## src/rtl/lcd_pkg.sv

```systemverilog
// rtl/lcd_pkg.sv - shared constants, state enum and transfer ROM for the HD44780 driver
package lcd_pkg;

  localparam logic [7:0] CMD_FUNC_SET = 8'h38;
  localparam logic [7:0] CMD_DISP_OFF = 8'h08;
  localparam logic [7:0] CMD_CLEAR    = 8'h01;
  localparam logic [7:0] CMD_ENTRY    = 8'h06;
  localparam logic [7:0] CMD_DISP_ON  = 8'h0C;

  localparam int NUM_CMDS = 7;
  localparam int MSG_LEN  = 14;
  localparam int ROM_LEN  = NUM_CMDS + MSG_LEN;

  typedef enum logic [2:0] {
    ST_PWR,
    ST_SETUP,
    ST_PULSE,
    ST_HOLD,
    ST_WAIT,
    ST_DONE
  } lcd_state_t;

  // {RS, DB}: init commands first, then "SEJF ZAMKNIETY" as data
  function automatic logic [8:0] rom_entry(input logic [4:0] idx);
    logic [8:0] w;
    case (idx)
      5'd0, 5'd1, 5'd2: w = {1'b0, CMD_FUNC_SET};
      5'd3:  w = {1'b0, CMD_DISP_OFF};
      5'd4:  w = {1'b0, CMD_CLEAR};
      5'd5:  w = {1'b0, CMD_ENTRY};
      5'd6:  w = {1'b0, CMD_DISP_ON};
      5'd7:  w = {1'b1, 8'h53};
      5'd8:  w = {1'b1, 8'h45};
      5'd9:  w = {1'b1, 8'h4A};
      5'd10: w = {1'b1, 8'h46};
      5'd11: w = {1'b1, 8'h20};
      5'd12: w = {1'b1, 8'h5A};
      5'd13: w = {1'b1, 8'h41};
      5'd14: w = {1'b1, 8'h4D};
      5'd15: w = {1'b1, 8'h4B};
      5'd16: w = {1'b1, 8'h4E};
      5'd17: w = {1'b1, 8'h49};
      5'd18: w = {1'b1, 8'h45};
      5'd19: w = {1'b1, 8'h54};
      5'd20: w = {1'b1, 8'h59};
      default: w = 9'h000;
    endcase
    return w;
  endfunction

endpackage

```

## src/rtl/lcd_byte_writer.sv

```systemverilog
// rtl/lcd_byte_writer.sv - SETUP/PULSE/HOLD/WAIT handshake for one {RS, DB} transfer
module lcd_byte_writer
  import lcd_pkg::*;
#(
  parameter int CLEAR_EXTRA_WAIT = 2
) (
  input  logic       clk,
  input  logic       reset,
  input  logic       start,
  input  logic       rs_in,
  input  logic [7:0] db_in,
  output logic       e,
  output logic       rs,
  output logic [7:0] db,
  output logic       done
);

  lcd_state_t st;
  logic [7:0] wait_cnt;

  // done marks the final WAIT clock so the next start lands back-to-back
  assign done = (st == ST_WAIT) && (wait_cnt == 8'd0);

  always_ff @(posedge clk) begin
    if (reset) begin
      st       <= ST_DONE;
      e        <= 1'b0;
      rs       <= 1'b0;
      db       <= 8'h00;
      wait_cnt <= 8'd0;
    end else if (start) begin
      st <= ST_SETUP;
      e  <= 1'b0;
      rs <= rs_in;
      db <= db_in;
    end else begin
      case (st)
        ST_SETUP: begin
          e  <= 1'b1;
          st <= ST_PULSE;
        end
        ST_PULSE: begin
          e  <= 1'b0;
          st <= ST_HOLD;
        end
        ST_HOLD: begin
          st       <= ST_WAIT;
          wait_cnt <= (!rs && db == CMD_CLEAR) ? 8'(CLEAR_EXTRA_WAIT) : 8'd0;
        end
        ST_WAIT: begin
          if (wait_cnt == 8'd0) begin
            st <= ST_DONE;
            rs <= 1'b0;
            db <= 8'h00;
          end else begin
            wait_cnt <= wait_cnt - 8'd1;
          end
        end
        default: ;
      endcase
    end
  end

endmodule

```

## src/rtl/lcd_top.sv

```systemverilog
// rtl/lcd_top.sv - power-up wait and ROM sequencing around the LCD byte writer
module lcd_top
  import lcd_pkg::*;
#(
  parameter int POWERUP_CYCLES   = 20,
  parameter int CLEAR_EXTRA_WAIT = 2
) (
  input  logic       clk_1ms,
  input  logic       reset,
  output logic       E,
  output logic       RW,
  output logic       RS,
  output logic [7:0] DB
);

  localparam logic [4:0] LAST_IDX = 5'(ROM_LEN - 1);

  lcd_state_t st;
  logic [15:0] pwr_cnt;
  logic [4:0]  idx;
  logic [4:0]  load_idx;
  logic [8:0]  rom_word;
  logic        wr_start;
  logic        wr_done;

  // load the next entry on the same edge that ends the previous WAIT
  assign load_idx = (st == ST_PWR) ? 5'd0 : idx + 5'd1;
  assign rom_word = rom_entry(load_idx);
  assign wr_start = (st == ST_PWR && pwr_cnt == 16'(POWERUP_CYCLES)) ||
                    (st == ST_SETUP && wr_done && idx != LAST_IDX);
  assign RW       = 1'b0;

  always_ff @(posedge clk_1ms) begin
    if (reset) begin
      st      <= ST_PWR;
      pwr_cnt <= 16'd0;
      idx     <= 5'd0;
    end else begin
      case (st)
        ST_PWR: begin
          if (pwr_cnt == 16'(POWERUP_CYCLES)) begin
            st  <= ST_SETUP;
            idx <= 5'd0;
          end else begin
            pwr_cnt <= pwr_cnt + 16'd1;
          end
        end
        ST_SETUP: begin
          if (wr_done) begin
            if (idx == LAST_IDX) st <= ST_DONE;
            else                 idx <= idx + 5'd1;
          end
        end
        default: ;
      endcase
    end
  end

  lcd_byte_writer #(
    .CLEAR_EXTRA_WAIT(CLEAR_EXTRA_WAIT)
  ) u_writer (
    .clk   (clk_1ms),
    .reset (reset),
    .start (wr_start),
    .rs_in (rom_word[8]),
    .db_in (rom_word[7:0]),
    .e     (E),
    .rs    (RS),
    .db    (DB),
    .done  (wr_done)
  );

endmodule

```

## config.mk

```make
export PLATFORM = sky130hd
export DESIGN_NAME = lcd_top
export DESIGN_NICKNAME = d
export VERILOG_FILES = /design/src/rtl/lcd_pkg.sv /design/src/rtl/lcd_byte_writer.sv /design/src/rtl/lcd_top.sv
export SDC_FILE = /design/constraint.sdc
export NUM_CORES = 1
export LEC_CHECK = 0
export ABC_AREA = 1
export CAP_MARGIN = 10
export CORE_MARGIN = 3
export CORE_UTILIZATION = 60
export DETAILED_ROUTE_END_ITERATION = 8
export PLACE_DENSITY = 0.79
export SLEW_MARGIN = 20
export SYNTH_ARGS = -nofsm -noshare
export SYNTH_HDL_FRONTEND = slang
export SYNTH_SLANG_ARGS = --single-unit
```

## constraint.sdc

```tcl
create_clock -name clk_1ms -period 2.8 [get_ports clk_1ms]
set_clock_uncertainty 0.05 [all_clocks]
set_input_delay 0.42 -clock clk_1ms [delete_from_list [all_inputs] [get_ports clk_1ms]]
set_output_delay 0.42 -clock clk_1ms [all_outputs]
set_load 0.01 [all_outputs]
```

# == Word level (Yosys, flattened, before mapping) ==
# Memory sizes are Yosys's and may differ from the RTL's.
# Index checks and enable logic that the tools add are counted.
# word_totals
ff_bits,45
out_inout_bits,11
memories,1
word_cells,77
inputBits,2
rom_bits,256
# mem_list
name,depth,word_bits,rd,rd_clocked_by_memory_dff,write_ports,line,source
(name not given),32,8,1,0,0,lcd_pkg.sv:26,case (idx)
# classes
n_mux,22
eq_ne,16
n_bitwise,2
add_sub_neg,3
n_reduce_logical,24
# ops
cell,n
8-bit two-way mux,4
5-bit two-way mux,4
"16-bit by 1-bit adder with 16-bit output, second input constant",1
"16-bit by 5-bit == test with 1-bit output, second input constant",1
8-bit one-hot mux with 2 select lines,1
3-bit two-way mux,5
3-bit one-hot mux with 4 select lines,1
5-bit one-hot mux with 2 select lines,1
2-bit nonzero test,5
"8-bit by 1-bit == test with 1-bit output, second input constant",1
8-bit logical NOT,1
"2-bit inequality test, second input constant",4
2-bit AND reduction,4
4-bit AND reduction,2
"8-bit by 1-bit subtractor with 8-bit output, second input constant",1
"3-bit by 1-bit == test with 1-bit output, second input constant",2
"3-bit by 2-bit == test with 1-bit output, second input constant",2
3-bit one-hot mux with 2 select lines,1
"5-bit by 1-bit adder with 5-bit output, second input constant",1
"5-bit == test, second input constant",1
1-bit logical AND,5
"5-bit inequality test, second input constant",1
5-bit nonzero test,1
"2-bit by 1-bit inequality test with 1-bit output, second input constant",2
12 further kinds,15

# == Longest topological paths before layout ==
# Gate-level depths: netlist (run 1).
# logic_depth
ltp_word,7
mapped_depth,14
ltp_nobuf,14

# == Modules after synthesis ==
# From an unflattened synthesis (run 1), not the netlist that was laid out.
# unflattened
hier_cells,459
area_unflattened_um2,2959.1
# by_module_without_submodules
module,area_each_um2,cells_each,seq_area_each_um2,n_inst
lcd_top,1889.3,304,460.4,1
lcd_byte_writer,1069.8,155,420.4,1

# == Least setup slack after synthesis (run 1) ==
# OpenSTA, ideal clock, no wires.
# synth_timing
kind,flip-flop to flip-flop
start,register idx[0]
end,register u_writer.db[4]
synth_period_minus_slack_ps,2028
path_stages_with_launch,15
path_slack_ps,772
arrival_ps,1846
setup_time_ps,132
t_required_ps,2618
n_path_buf,0
path_cell_list,dfxtp_1 -> inv_1 -> ha_1 -> inv_1 -> nor2_1 -> inv_1 -> ha_1 -> inv_1 -> nand4_1 -> nand2_1 -> nand2_2 -> nand2_1 -> nor2_1 -> nand2_1 -> a21oi_2
# synth_between
elab_chain_cells,5
# synth_lines
element,line,source
"start, declared",lcd_top.sv:20,logic [4:0] idx;
"start signal, assigned",lcd_top.sv:51,else idx <= idx + 5'd1;
"parallel branches: the longest is 5 deep, another holds memory 32 x 8 bit",n/a,
"end signal, assigned",lcd_byte_writer.sv:35,db <= db_in;
"end, declared",lcd_byte_writer.sv:14,"output logic [7:0] db,"
# Several ways; the timed one is not identified.
# A chain may end at the register's enable or synchronous reset.

# == Worst setup path after layout (run 1) ==
# Same ends and word-level chain as after synthesis.

==> results of run 1 <==
-- per-stage QoR --
stage / worst slack [ns] / util (%) / cell area [um^2] / std cells
after CTS: 0.5364 / 68.54 / 3025 / 471
after global placement: 0.6777 / 66.27 / 2925 / 463
after global routing: 0.2410 / 68.54 / 3025 / 471
after floorplan: 0.7715 / - / 2799 / 408
final: 0.5265 / 68.54 / 3025 / 471
after detailed placement: 0.5811 / 66.27 / 2925 / 463
-- synthesized netlist by cell type, types with 2 or more instances --
master    instances
nand3_1          34
dfxtp_1          43
nand3_4           4
xor2_1            9
ha_1             13
o21ai_0          13
inv_4             2
nor2_1           43
nand2_2           7
nor2_4            3
nand2_1         101
clkbuf_1          4
buf_4             3
inv_1            42
nor2_8            3
nor4_1            3
inv_2             8
nand2_4           2
nand4_1          11
a21oi_2           4
nor3_1            9
a21oi_1          30
xnor2_1           3
-- cells in the final DEF, fill, tap and decap left out --
cell and count:
a211oi_1 1, a21oi_1 30, a21oi_2 4, buf_4 2, clkbuf_1 1, clkbuf_8 7
clkdlybuf4s50_1 10, clkinv_1 1, conb_1 2, dfxtp_1 43, ha_1 13, inv_1 42
inv_2 8, inv_4 2, nand2_1 101, nand2_2 7, nand2_4 2, nand3_1 34
nand3_2 1, nand3_4 4, nand4_1 11, nor2_1 43, nor2_2 1, nor2_4 3
nor2_8 3, nor3_1 9, nor3_2 1, nor3_4 1, nor4_1 3, o211a_1 1
o21a_1 1, o21ai_0 13, o21bai_1 1, or2_2 1, xnor2_1 3, xor2_1 9
-- sequential cells by signal, indices dropped and copies added, names as in the netlist --
register           cells
u_writer.rs            1
u_writer.e             1
u_writer.wait_cnt      8
u_writer.db            7
pwr_cnt               16
u_writer.st            3
idx                    5
st                     2
-- cells by family after synthesis --
| family | Yosys count | synth area share [%] |
|---|---|---|
| buf+inv | 62 | 9.221 |
| xor+xnor | 12 | 3.760 |
| fa+ha+maj | 13 | 5.819 |
| compound gates | 51 | 10.12 |
| flops | 43 | 30.80 |
| simple gates | 225 | 40.15 |
| other cells | 1 | 0.1342 |
-- final cells by class --
cell class / instances / area (um^2)
Fill cell: 387 / 1389
Inverter: 53 / 203.9
Timing Repair Buffer: 12 / 115.1
Clock buffer: 8 / 100.1
Tap cell: 52 / 65.06
Multi-Input combinational cell: 303 / 1680
Sequential cell: 43 / 860.8
-- worst min-delay path by stage --
stage,end,cells after the start,slack (ns),from
after global routing,u_writer.wait_cnt[0],2,0.46,u_writer.wait_cnt[0]
after detailed placement,u_writer.wait_cnt[0],2,0.40,u_writer.wait_cnt[0]
after floorplan,u_writer.wait_cnt[0],2,0.39,u_writer.wait_cnt[0]
after global placement,u_writer.wait_cnt[0],2,0.40,u_writer.wait_cnt[0]
after CTS,u_writer.wait_cnt[0],2,0.41,u_writer.wait_cnt[0]
final,u_writer.wait_cnt[0],2,0.41,u_writer.wait_cnt[0]
-- per-layer routing --
layer | vias up | part of all wire (%) | global-route usage [%]
met5 | - | 0 | 0
met4 | 0 | 1.3 | 8.103
met3 | 11 | 5.2 | 3.649
met2 | 64 | 46 | 38.98
met1 | 1181 | 47 | 31.00
li1 | 1326 | - | -
-- worst register-to-register path, cell delays in order (launching register included) --
cell and delay [ns]:
dfxtp_1 0.41, inv_1 0.08, ha_1 0.30, inv_1 0.06
nor2_1 0.24, inv_1 0.14, ha_1 0.24, inv_1 0.08
nand4_1 0.12, nand2_1 0.10, nand2_2 0.06, nand2_1 0.08
nor2_1 0.04, nand2_1 0.09, a21oi_2 0.06
-- report_power, final --
group	switching, W	internal, W	leakage (nW)
Sequential	0.00000938	0.000620	0.347
Combinational	0.0000671	0.0000271	0.862
Clock	0.000215	0.000225	0.0515
Total	0.000292	0.000872	1.26
==> flow_summary_export.csv, run 1 <==
group,metric,value,unit
yosys,syn_inst,407,
worst_setup_path,reg2reg_from,"idx[0]",
floorplan,die_w,74.26,um
yosys,yosys_warnings,0,
worst_setup_path,r2r_end,"u_writer.db[4]",
placed_design,hpwl,4344,um
sta,max_freq,439.9,MHz
worst_setup_path,crit_chain,"inv_1, ha_1, inv_1, nor2_1, inv_1, ha_1, inv_1, nand4_1, nand2_1, nand2_2, nand2_1, nor2_1, nand2_1, a21oi_2",
placed_design,place.gp.congestion,0.9803,
floorplan,start_util,63.32,%
floorplan,rows,24,
clock_tree,clock_latency,0.30,ns
worst_setup_path,critPathTopFamily,"simple AND/OR/NAND/NOR gates",
sta,period_share,81.19,%
worst_setup_path,crit_cells,14,
clock_tree,clock_tree.buffer_depth,2,
placed_design,port_buffers,10,
global_routing,grt_pass1_vias,2343,
power,power_density,384.6,nW/um^2
run,drv_cap,0,
clock_tree,cts_htree_levels,2,
finish,insertedDiodeCount,0,
floorplan,die_area,5514,um^2
worst_setup_path,crit_top_cell,"inv_1",
finish,nets,433,
worst_setup_path,cp_max_fo,6,
worst_setup_path,start_kind,"flop",
sta,hold_slack,0.4143,ns
run_status,status,"finished, final reports clean",
yosys,synthTopCellsByArea,"dfxtp_1 (31%), nand2_1 (14%), nand3_1 (6.1%)",
sta,setup_viol,0,
yosys,synthFlopType,"dfxtp_1",
clock_tree,cts_setup_buffers,0,
worst_setup_path,crit_start,"idx[0]",
power,power.total,0.001164,W
floorplan,die_h,74.26,um
clock_tree,cts_tree,"built",
yosys,seq_area_frac_synth,30.80,%
clock_tree,cts_buffers,5,
power,leakage,1.261,nW
yosys,yosysTopAreaCell,"dfxtp_1",
route,drtIter0Drc,171,
sta,relSlewSlack,61.02,%
route,drt_wl_total,5932,um
global_routing,grt_max_degree,25,
route,ant_nets,0,
clock_tree,cts-root-buf,"clkbuf_8",
global_routing,grt_overflow,0,
global_routing,grt_usage,23.44,%
clock_tree,ctsResizeCount,0,
yosys,synth_top_area_share,30.80,%
route,post_drt_wl_per_cell,12.59,um
sta,hold_viol,0,
floorplan,ioPinCount,13,
floorplan,core-area,4414,um^2
sta,timing.final.max_slew_violations,0,
worst_setup_path,cp-end-kind,"flop",
worst_setup_path,rrSetupSlack,0.53,ns
hold_path,min_path_type,"reg -> reg",
worst_setup_path,crit_required,2.93,ns
worst_setup_path,path_buf_inv,4,
route,post-route-drc-count,0,
sta,fin_crit,2.273,ns
clock_tree,holdBufCountCts,0,
sta,rsz0062_at_grt,"false",
worst_setup_path,reg2reg_depth,14,
finish,syn_to_final_growth,8.236,%
route,vias,2582,
yosys,synth_edf_count,0,
route,drt-vias-per-instance,5.482,
power,vdd_ir_drop_max,0.0002272,V
clock_tree,clkTransAtPathRegs,0.08,ns
global_routing,grt_pass1_wl,10160,um
finish,layout-drive-gt1-share,11.22,%
sta,worstMarginPinSlew,0.5847,ns
yosys,syn_area,2795,um^2
worst_setup_path,arrival,2.40,ns
worst_setup_path,slowest_delay,0.41,ns
clock_tree,cts.sinks,43,
yosys,async_flop_share,0,%
yosys,ys_ff_latch,43,
route,first_pass_iters,5,
worst_setup_path,crit_end,"u_writer.db[4]",
worst_setup_path,path_class,"reg -> reg",
yosys,synth.avg_cell_area,6.868,um^2
sta,tns,0,ns
worst_setup_path,slowest_stage,"dfxtp_1",
yosys,synth_cell_types,36,
global_routing,antenna_found_initial,0,
Note: power is estimated with default switching activity, not from simulation.
==> run 2: changes to the inputs <==
--- a/config.mk
+++ b/config.mk
@@ -8,9 +8,9 @@
 export ABC_AREA = 1
 export CAP_MARGIN = 10
 export CORE_MARGIN = 3
-export CORE_UTILIZATION = 60
+export CORE_UTILIZATION = 55
 export DETAILED_ROUTE_END_ITERATION = 8
-export PLACE_DENSITY = 0.79
+export PLACE_DENSITY = 0.77
 export SLEW_MARGIN = 20
 export SYNTH_ARGS = -nofsm -noshare
 export SYNTH_HDL_FRONTEND = slang
==> constraint.sdc (replaced) <==
create_clock -name clk_1ms -period 2 [get_ports clk_1ms]
set_clock_uncertainty 0.05 [all_clocks]
set_input_delay 0.3 -clock clk_1ms [delete_from_list [all_inputs] [get_ports clk_1ms]]
set_output_delay 0.3 -clock clk_1ms [all_outputs]
set_load 0.01 [all_outputs]
==> flow_summary_export.csv, run 2 (synthesis results as in run 1) <==
group,metric,value,unit
run_status,status,"finished, final reports clean",
finish,top_regs,"pwr_cnt x16, u_writer.wait_cnt x8, u_writer.db x7",
placed_design,postPlaceCellArea,2984,um^2
clock_tree,cts_tree,"built",
sta,fin_crit,1.853,ns
placed_design,dp_slack,0.04138,ns
global_routing,grt_pass1_wl,10630,um
floorplan,die_area,5974,um^2
finish,fin_area,3089,um^2
clock_tree,cts.sinks,43,
worst_setup_path,cp_max_fo,3,
worst_setup_path,critPathTopFamily,"adder cells",
worst_setup_path,path_buf_inv,4,
clock_tree,holdBufCountCts,0,
worst_setup_path,cp-end-kind,"flop",
power,vdd_ir_drop_max,0.0003949,V
sta,period_share,92.63,%
route,drt-vias-per-instance,5.192,
finish,insertedDiodeCount,0,
finish,final_cell_mix,"nand2_1 (101), nor2_1 (42), dfxtp_1 (41)",
placed_design,port_buffers,10,
route,post_drt_wl_per_cell,12.02,um
global_routing,grt_overflow,0,
floorplan,rows,25,
finish,nets,438,
clock_tree,clkTransAtPathRegs,0.08,ns
sta,layout_setup_ws,0.1475,ns
sta,hold_viol,0,
placed_design,hpwl,4477,um
route,ant_nets,0,
power,power_density,509.5,nW/um^2
finish,final_common_cell,"nand2_1",
floorplan,die_w,77.29,um
sta,timing.final.max_slew_violations,0,
finish,layout-drive-gt1-share,14.42,%
power,power.total,0.001574,W
global_routing,antenna_found_initial,0,
finish,regMostFlops,"pwr_cnt",
finish,largest_reg_flops,16,
run,drv_cap,0,
clock_tree,cts_buffers,5,
sta,max_freq,539.8,MHz
worst_setup_path,start_kind,"flop",
route,drtIter0Drc,144,
sta,setup_viol,0,
worst_setup_path,crit_required,2.17,ns
sta,rsz0062_at_grt,"false",
placed_design,place.gp.congestion,0.9123,
finish,syn_to_final_growth,10.52,%
floorplan,start_util,58.03,%
clock_tree,cts_htree_levels,2,
route,drt_wl_total,5891,um
sta,tns,0,ns
worst_setup_path,arrival,2.03,ns
route,first_pass_iters,5,
route,vias,2544,
power,leakage,1.279,nW
finish,fin_util,64.13,%
worst_setup_path,slowest_stage,"dfxtp_2",
floorplan,ioPinCount,13,
clock_tree,cts-root-buf,"clkbuf_8",
global_routing,grt_pass1_vias,2432,
route,post-route-drc-count,0,
worst_setup_path,slowest_delay,0.32,ns
clock_tree,clock_tree.buffer_depth,2,
worst_setup_path,path_class,"reg -> reg",
clock_tree,clock_latency,0.29,ns
floorplan,die_h,77.29,um
hold_path,min_path_type,"reg -> reg",
floorplan,core-area,4817,um^2
worst_setup_path,crit_chain,"inv_1, ha_4, inv_1, nor2_2, buf_4, ha_1, inv_2, nand2_2, nor2_1, nor2_1, nand2_1, nand3_1, a21oi_2",
global_routing,grt_max_degree,25,
global_routing,grt_usage,21.57,%
run 2: worst register-to-register path: cells and delay by family, from the launching register on:
kind            cells  cell delay [ns]
simple gates        6             0.37
compound gates      1             0.14
flops               1             0.32
buf+inv             4             0.38
fa+ha+maj           2             0.52
run 2: per-layer routing:
layer	track usage [%]	share of wire, %
met5	0	0
met4	7.829	1.6
met3	3.404	4.1
met2	35.15	45
met1	28.68	50
run 2: worst paths after layout:
path | startpoint | to | slack, ns | cells after the start
max | idx[1] | u_writer.db[2] | 0.15 | 13
min reg2reg | u_writer.wait_cnt[0] | u_writer.wait_cnt[0] | 0.42 | 2
min | u_writer.wait_cnt[0] | u_writer.wait_cnt[0] | 0.42 | 2
max reg2reg | idx[1] | u_writer.db[2] | 0.15 | 13
run 2: what timing repair did:
action / in CTS / in global routing
resized for setup: 0 / 8
setup buffers: 0 / 0
endpoints found under the setup margin: 0 / 7
endpoints found under the hold margin: 0 / 0
run 2: cell type report:
cell class	count	area (um^2)
Sequential cell	43	863.3
Multi-Input combinational cell	303	1698
Clock inverter	1	5.005
Timing Repair Buffer	17	152.6
Clock buffer	6	82.58
Fill cell	462	1728
Tap cell	67	83.83
Inverter	53	203.9
run 2: metrics by stage:
| step | cells | hold WS (ns) |
|---|---|---|
| 3_3_place_gp | 483 | 0.3991 |
| 2_1_floorplan | 408 | 0.3892 |
| 6_report | 490 | 0.4202 |
| 4_1_cts | 490 | 0.4220 |
| 3_5_place_dp | 483 | 0.4094 |
| 5_1_grt | 490 | 0.4491 |
run 2: power breakdown:
part | switching [W] | internal, W | total (W)
sequential | 0.0000126 | 0.000867 | 0.000880
combinational | 0.0000943 | 0.0000420 | 0.000136
clock | 0.000287 | 0.000271 | 0.000558
total | 0.000393 | 0.00118 | 0.00157
